==> src/rtl/udma_hyper_pkg.sv <==
// udma_hyper_pkg: command fields, burst-control bits and FSM states for the hyper 2D splitter.
package udma_hyper_pkg;
    localparam int HYPER_L2_AW = 12;
    localparam int HYPER_TS    = 16;

    typedef enum logic {IDLE, ISSUE} state_e;

    typedef struct packed {
        logic rw;
        logic addr_space;
        logic burst_type;
    } burst_ctrl_t;

    typedef struct packed {
        logic [HYPER_L2_AW-1:0] rx_addr;
        logic [HYPER_TS-1:0]    rx_size;
        logic [HYPER_L2_AW-1:0] tx_addr;
        logic [HYPER_TS-1:0]    tx_size;
        logic [31:0]            hyper_addr;
        logic [15:0]            intreg;
        burst_ctrl_t            ctrl;
        logic                   ext_act;
        logic [HYPER_TS-1:0]    ext_count;
        logic [HYPER_TS-1:0]    ext_stride;
        logic                   l2_act;
        logic [HYPER_TS-1:0]    l2_count;
        logic [HYPER_TS-1:0]    l2_stride;
    } cmd_t;
endpackage

==> src/rtl/udma_hyper_twd_splitter.sv <==
// udma_hyper_twd_splitter: turns a queued hyperbus command into one or more PHY bursts.
// Strided 2D splitting exists only when UDMA_HYPER_TWD_SPLIT_EN is defined.
module udma_hyper_twd_splitter
    import udma_hyper_pkg::*;
#(
    parameter int L2_AWIDTH_NOAL = 12,
    parameter int TRANS_SIZE     = 16
) (
    input  logic                                       sys_clk_i,
    input  logic                                       rst_ni,
    input  logic [L2_AWIDTH_NOAL*2+TRANS_SIZE*6+52:0]  cmd_data_i,
    input  logic                                       cmd_valid_i,
    output logic                                       cmd_ready_o,
    output logic [L2_AWIDTH_NOAL-1:0]                  burst_l2_addr_o,
    output logic [31:0]                                burst_hyper_addr_o,
    output logic [TRANS_SIZE-1:0]                      burst_size_o,
    output logic [2:0]                                 burst_ctrl_o,
    output logic [15:0]                                burst_intreg_o,
    output logic                                       burst_last_o,
    output logic                                       burst_valid_o,
    input  logic                                       burst_ready_i,
    output logic                                       busy_o,
    output logic                                       done_o
);
    cmd_t                      cmd;
    state_e                    state_q, state_d;
    logic [L2_AWIDTH_NOAL-1:0] l2_addr_q, l2_addr_d;
    logic [31:0]               hyper_addr_q, hyper_addr_d;
    logic [TRANS_SIZE-1:0]     remaining_q, remaining_d, sel_size, size;
    burst_ctrl_t               ctrl_q, ctrl_d;
    logic [15:0]               intreg_q, intreg_d;
    logic                      done_q, done_d, fire, last;

    assign cmd      = cmd_t'(cmd_data_i);
    assign sel_size = cmd.ctrl.rw ? cmd.rx_size : cmd.tx_size;
    assign fire     = burst_valid_o && burst_ready_i;

`ifdef UDMA_HYPER_TWD_SPLIT_EN
    logic                  ext_act_q, ext_act_d, l2_act_q, l2_act_d;
    logic [TRANS_SIZE-1:0] chunk_q, chunk_d, ext_stride_q, ext_stride_d, l2_stride_q, l2_stride_d;

    assign last = remaining_q <= chunk_q;
    assign size = last ? remaining_q : chunk_q;
`else
    logic unused_split;

    assign unused_split = ^{cmd.ext_act, cmd.ext_count, cmd.ext_stride, cmd.l2_act, cmd.l2_count, cmd.l2_stride};
    assign last = 1'b1;
    assign size = remaining_q;
`endif

    always_comb begin
        state_d      = state_q;
        l2_addr_d    = l2_addr_q;
        hyper_addr_d = hyper_addr_q;
        remaining_d  = remaining_q;
        ctrl_d       = ctrl_q;
        intreg_d     = intreg_q;
        done_d       = 1'b0;
`ifdef UDMA_HYPER_TWD_SPLIT_EN
        chunk_d      = chunk_q;
        ext_act_d    = ext_act_q;
        l2_act_d     = l2_act_q;
        ext_stride_d = ext_stride_q;
        l2_stride_d  = l2_stride_q;
`endif
        if (state_q == IDLE) begin
            if (cmd_valid_i) begin
                l2_addr_d    = cmd.ctrl.rw ? cmd.rx_addr : cmd.tx_addr;
                hyper_addr_d = cmd.hyper_addr;
                remaining_d  = sel_size;
                ctrl_d       = cmd.ctrl;
                intreg_d     = cmd.intreg;
                // A zero-length command completes without ever leaving IDLE.
                state_d      = (sel_size == '0) ? IDLE : ISSUE;
                done_d       = (sel_size == '0);
`ifdef UDMA_HYPER_TWD_SPLIT_EN
                ext_act_d    = cmd.ext_act;
                l2_act_d     = cmd.l2_act;
                ext_stride_d = cmd.ext_stride;
                l2_stride_d  = cmd.l2_stride;
                chunk_d      = (cmd.ext_act && cmd.ext_count != '0) ? cmd.ext_count :
                               (cmd.l2_act && cmd.l2_count != '0) ? cmd.l2_count : sel_size;
`endif
            end
        end else if (fire) begin
            state_d = last ? IDLE : ISSUE;
`ifdef UDMA_HYPER_TWD_SPLIT_EN
            if (!last) begin
                remaining_d  = remaining_q - size;
                hyper_addr_d = hyper_addr_q + (ext_act_q ? 32'(ext_stride_q) : 32'(size));
                l2_addr_d    = l2_addr_q + (l2_act_q ? L2_AWIDTH_NOAL'(l2_stride_q) : L2_AWIDTH_NOAL'(size));
            end
`endif
        end
    end

    always_ff @(posedge sys_clk_i or negedge rst_ni) begin
        if (!rst_ni) begin
            state_q      <= IDLE;
            l2_addr_q    <= '0;
            hyper_addr_q <= '0;
            remaining_q  <= '0;
            ctrl_q       <= '0;
            intreg_q     <= '0;
            done_q       <= 1'b0;
`ifdef UDMA_HYPER_TWD_SPLIT_EN
            chunk_q      <= '0;
            ext_act_q    <= 1'b0;
            l2_act_q     <= 1'b0;
            ext_stride_q <= '0;
            l2_stride_q  <= '0;
`endif
        end else begin
            state_q      <= state_d;
            l2_addr_q    <= l2_addr_d;
            hyper_addr_q <= hyper_addr_d;
            remaining_q  <= remaining_d;
            ctrl_q       <= ctrl_d;
            intreg_q     <= intreg_d;
            done_q       <= done_d;
`ifdef UDMA_HYPER_TWD_SPLIT_EN
            chunk_q      <= chunk_d;
            ext_act_q    <= ext_act_d;
            l2_act_q     <= l2_act_d;
            ext_stride_q <= ext_stride_d;
            l2_stride_q  <= l2_stride_d;
`endif
        end
    end

    assign cmd_ready_o        = (state_q == IDLE);
    assign burst_valid_o      = (state_q == ISSUE);
    assign busy_o             = (state_q == ISSUE);
    assign burst_last_o       = burst_valid_o && last;
    assign burst_l2_addr_o    = l2_addr_q;
    assign burst_hyper_addr_o = hyper_addr_q;
    assign burst_size_o       = size;
    assign burst_ctrl_o       = ctrl_q;
    assign burst_intreg_o     = intreg_q;
    assign done_o             = done_q || (fire && last);
endmodule

==> config.mk <==
export PLATFORM = sky130hd
export DESIGN_NAME = udma_hyper_twd_splitter
export DESIGN_NICKNAME = d
export VERILOG_FILES = /design/src/rtl/udma_hyper_pkg.sv /design/src/rtl/udma_hyper_twd_splitter.sv
export SDC_FILE = /design/constraint.sdc
export NUM_CORES = 1
export LEC_CHECK = 0
export ABC_AREA = 1
export BUFFER_PORTS_ARGS = -buffer_cell sky130_fd_sc_hd__buf_2
export CAP_MARGIN = 20
export CORE_AREA = 3 3 99 101
export DETAILED_ROUTE_END_ITERATION = 10
export DIE_AREA = 0 0 102 104
export GPL_TIMING_DRIVEN = 0
export PLACE_DENSITY = 0.76
export SYNTH_ARGS = -nofsm -noshare
export SYNTH_HDL_FRONTEND = slang
export SYNTH_SLANG_ARGS = --single-unit
==> constraint.sdc <==
create_clock -name sys_clk_i -period 1.6 [get_ports sys_clk_i]
set_clock_uncertainty 0.2 [all_clocks]
set_input_delay 0.16 -clock sys_clk_i [delete_from_list [all_inputs] [get_ports sys_clk_i]]
set_output_delay 0.16 -clock sys_clk_i [all_outputs]
set_load 0.01 [all_outputs]
== Word-level counts from Yosys, hierarchy flattened ==
Cells that the tools add are included.

* Register bits: 81
* Bits of input ports: 177

* Multiplexer cells: 8
* Bitwise logic cells: 1
* Reductions and logical operators: 4

{| class="wikitable"
|+ Operators by type and width
! cell !! number
|-
| $logic_not 16->1 || 1
|-
| $mux 16 || 1
|-
| $mux 12 || 1
|-
| $mux 1 || 6
|-
| $reduce_and 2->1 || 1
|-
| $logic_and 1x1->1 || 1
|-
| $logic_or 1x1->1 || 1
|-
| $not 1->1 || 1
|}

== Longest topological paths before layout ==
* Depth in word-level cells: 5
* Depth in mapped cells: 10
* Gate-level depth less buffers: 9

== Worst setup path after synthesis ==
Ideal clock, no wire load.

* Path type: register -> register
* From: register state_q, in the netlist burst_last_o
* To: register hyper_addr_q[29], in the netlist burst_hyper_addr_o[29]
* Setup time: 0.066 ns
* Data arrival time: 1.144 ns
* Required time: 1.334 ns
* Path slack: 0.191 ns
* Stages on the path, launching flop included: 8
* Period minus slack after synthesis: 1.409 ns
* Cell sequence: dfrtp_1 -> inv_2 -> nand2_1 -> inv_2 -> buf_2 -> buf_2 -> nand2_1 -> nand2_1

* Word-level cells in the longest chain between the ends: 2

{| class="wikitable"
|+ RTL lines
! item !! RTL line !! source
|-
| from (decl) || udma_hyper_twd_splitter.sv:26 || <nowiki>state_e state_q, state_d;</nowiki>
|-
| from (signal assigned) || udma_hyper_twd_splitter.sv:115 || <nowiki>state_q <= state_d;</nowiki>
|-
| $not 1->1 (no source line) || - ||
|-
| via cmd_ready_o || udma_hyper_twd_splitter.sv:13 || <nowiki>output logic cmd_ready_o,</nowiki>
|-
| $reduce_and 2->1 (no source line) || - ||
|-
| to (signal assigned) || udma_hyper_twd_splitter.sv:117 || <nowiki>hyper_addr_q <= hyper_addr_d;</nowiki>
|-
| to (decl) || udma_hyper_twd_splitter.sv:28 || <nowiki>logic [31:0] hyper_addr_q, hyper_addr_d;</nowiki>
|}

The timed path passes the listed nets, and every way through them passes these cells.
A chain may end at the register's enable or synchronous reset.

== Final worst setup path ==
* From: input cmd_data_i[148]
* To: register state_q, in the netlist burst_last_o

* Word-level cells in the longest chain between the ends: 5

{| class="wikitable"
|+ RTL lines
! item !! RTL line !! source
|-
| from (decl) || udma_hyper_twd_splitter.sv:11 || <nowiki>input logic [L2_AWIDTH_NOAL*2+TRANS_SIZE*6+52:0] cmd_data_i,</nowiki>
|-
| $mux 16 || udma_hyper_twd_splitter.sv:35 || <nowiki>assign sel_size = cmd.ctrl.rw ? cmd.rx_size : cmd.tx_size;</nowiki>
|-
| $logic_not 16->1 || udma_hyper_twd_splitter.sv:75 || <nowiki>state_d = (sel_size == '0) ? IDLE : ISSUE;</nowiki>
|-
| $mux 1 || udma_hyper_twd_splitter.sv:75 ||
|-
| $mux 1 || udma_hyper_twd_splitter.sv:68 || <nowiki>if (cmd_valid_i) begin</nowiki>
|-
| $mux 1 || udma_hyper_twd_splitter.sv:67 || <nowiki>if (state_q == IDLE) begin</nowiki>
|-
| via state_d || udma_hyper_twd_splitter.sv:26 ||
|}

The timed path passes the listed nets, and every way through them passes these cells.

==> summary.txt <==
Routing
  – DRT iter0 DRCs: 136
  – Vias/cell: 4.79
  – Via count: 4,023
  – Post-Route WL: 12.4 mm
  – Post-route ant nets: 0
  – DRC: 0
  – Pre-antenna DRT Iters: 5
  – WL/cell: 14.8 µm

Power and ir drop
  – Peak VDD IR: 427 µV
  – P_leak: 3.18 nW
  – PwrDens: 1030 nW/µm²
  – Total Power: 5.99 mW

Critical path
  – Crit start category: input port
  – Crit path from: cmd_data_i[148]
  – Max incr delay on CP: 570 ps
  – Reg2reg start: burst_last_o
  – Capture point of the worst reg-to-reg path: burst_hyper_addr_o[17]
  – CP endpoint kind: flop
  – Buf+Inv Stages, Crit Path: 2
  – Crit path top cell by count: nand2_1
  – Worst path depth: 10
  – Family with the most delay on the worst path: buffers and inverters
  – Slowest CP cell: dlygate4sd3_1
  – CP cell instances: dlygate4sd3_1, buf_2, nand2_1, nand2_1, nor2_1, nand2_1, nor2_1, nand2_1, nand2_1, nand2_1
  – FF-to-FF path depth: 7
  – CP required: 1620 ps
  – WP data arrival: 1530 ps
  – CP endpoint: burst_last_o
  – FF-to-FF setup slack: 100 ps
  – Max FO, Critical Path: 2
  – Crit Path Class: input port to flop

STA
  – Count of final max-slew check failures: 0
  – Fin crit period: 1510 ps
  – Final setup viols: 0
  – RSZ-0062 raised after global routing: no
  – Hold Violations, Final: 0
  – Final worst-path cycle share: 94.2%
  – Slew headroom: 78.0%
  – Worst slew pin tran: 330 ps
  – Fmax achieved: 664 MHz

Die
  – Overall die area: 10,600 µm²
  – Initial core utilization: 37.3%
  – Die Span Y: 104 µm
  – Core Rows: 35
  – IO Pins: 261
  – Die width: 102 µm
  – Core footprint: 9110 µm²

Place
  – Final estimated routing congestion in global placement: 0.792
  – I/O Buffers: 194
  – HPWL Detailed: 7.50 mm
  – Placed instance area: 4530 µm²

GRT
  – Grt total ovfl: 0
  – First-pass GRT wire length: 20.0 mm
  – GRT Total Usage: 23.7%
  – Initial antenna violation count: 0
  – Largest net degree at the start of global routing: 69
  – Vias in the first global route: 4,245

Logic synthesis
  – Yosys cell types: 14
  – Cell taking the most area after synthesis: dfrtp_1
  – Syn Area/Cell: 8.26 µm²
  – Top post-synthesis cells by area: dfrtp_1 (60%), nand2_1 (24%), nor2_1 (4.3%)
  – Yosys warnings: 0
  – Syn Nets: 588
  – Sequential fraction of the synthesis area: 59.7%
  – Yosys reg bits: 81
  – Syn Inst Count: 411
  – Post-Syn Area: 3390 µm²
  – Synth top area share: 59.7%

Finish
  – Nets@finish: 902
  – Most frequent cells in the layout: nand2_1 (219), buf_2 (201), dlygate4sd3_1 (108)
  – ANT cells: 0
  – Post-synthesis to final-layout area growth: 71.8%
  – Layout cells sized above 1: 32.7%
  – Design Area, Final: 5830 µm²
  – Commonest non-fill, non-tap cell in the layout: nand2_1

Clock network
  – CTS Buffer Depth: 2
  – Worst-Skew Late Latency: 330 ps
  – Inserted Clock Buffers: 9
  – CTS tree: yes
  – Clock transition at path regs: 90 ps
  – Setup bufs post-CTS: 0
  – Clock Sinks: 81
  – Clk root buf: clkbuf_8
  – H-tree lvl count: 3

Status
  – Status: finished clean

Flow run
  – Max-cap viol count: 0

Hold path
  – Hold Crit Class: input port to asynchronous set/reset pin
==> metal layers <==
metal  track usage, %  part of all wire, %  vias to the layer above
li1                 -                    -                     1907
met1             26.8                   37                     1844
met2             40.5                   51                      214
met3             4.90                  7.0                       58
met4             13.7                  5.0                        0
met5                0                    0                        -
==> report_power, final <==
group / internal, mW / switching, mW / total [mW] / leakage (nW)
logic: 0.866 / 0.997 / 1.86 / 2.13
clock network: 0.704 / 0.712 / 1.42 / 0.0913
registers: 2.47 / 0.238 / 2.71 / 0.965
==> worst register-to-register path, delay by kind of cell (launching register included) <==
kind	cells	cell delay, ps
AND/OR/NAND/NOR	3	260
buffers and inverters	4	560
flip-flops	1	440
==> synthesized netlist by cell type <==
cell,count
nand2_2,1
inv_1,2
inv_2,2
buf_6,3
nor2_1,39
nand2_1,219
o21ai_0,1
clkbuf_1,3
a31oi_1,16
buf_2,17
dfrtp_1,81
buf_4,2
a21oi_1,24
o21bai_1,1
==> through the flow <==
stage                     hold slack, ps  std cells  utilization [%]  worst slack [ps]  TNS (ps)
after floorplan                     -336        411                -               191         0
after global placement               154        716             49.5              -414    -33230
after detailed placement            -166        717             49.8             -58.4      -731
after CTS                           19.3        840             63.8              12.9         0
after global routing                31.8        839             64.0              9.69         0
final                               10.6        839             64.0              93.3         0
==> sequential cells by signal (all words and copies together) (netlist names) <==
register            cells
burst_hyper_addr_o     32
burst_intreg_o         16
burst_size_o           16
burst_l2_addr_o        12
burst_ctrl_o            3
burst_last_o            1
done_q                  1
==> cells by family (layout without fill, tap and decap cells) <==
family	Yosys count	count (layout)	synth area share, %
AO/OA/AOI/OAI	42	42	6.86
buffers and inverters	29	346	4.72
flip-flops	81	81	59.7
AND/OR/NAND/NOR	259	259	28.7
==> worst min path at each step <==
| stage | start | endpoint | cells past startpoint | slack (ps) |
|---|---|---|---|---|
| floorplan | rst_ni | burst_ctrl_o[0] | 0 | -340 |
| global placement | cmd_data_i[105] | burst_hyper_addr_o[20] | 3 | 150 |
| detailed placement | rst_ni | burst_hyper_addr_o[18] | 1 | -170 |
| CTS | cmd_data_i[68] | burst_size_o[2] | 4 | 20 |
| global route | rst_ni | burst_hyper_addr_o[18] | 2 | 30 |
| finish | rst_ni | burst_hyper_addr_o[20] | 2 | 10 |
==> timing repair <==
item / 4_1_cts / 5_1_grt
hold buffers: 109 / 0
endpoints found under the hold margin: 160 / 0
endpoints found under the setup margin: 37 / 72
resized for setup: 4 / 15
==> layout make-up <==
cell class | instances | area (µm²)
clock buffers | 9 | 124
fillers | 729 | 3280
multi-input cells | 301 | 1210
well taps | 111 | 139
plain buffers | 25 | 179
inverters | 4 | 15.0
flip-flops and latches | 81 | 2030
clock inverters | 5 | 56.3
repair buffers | 303 | 2080
(Power assumes the default switching activity.)
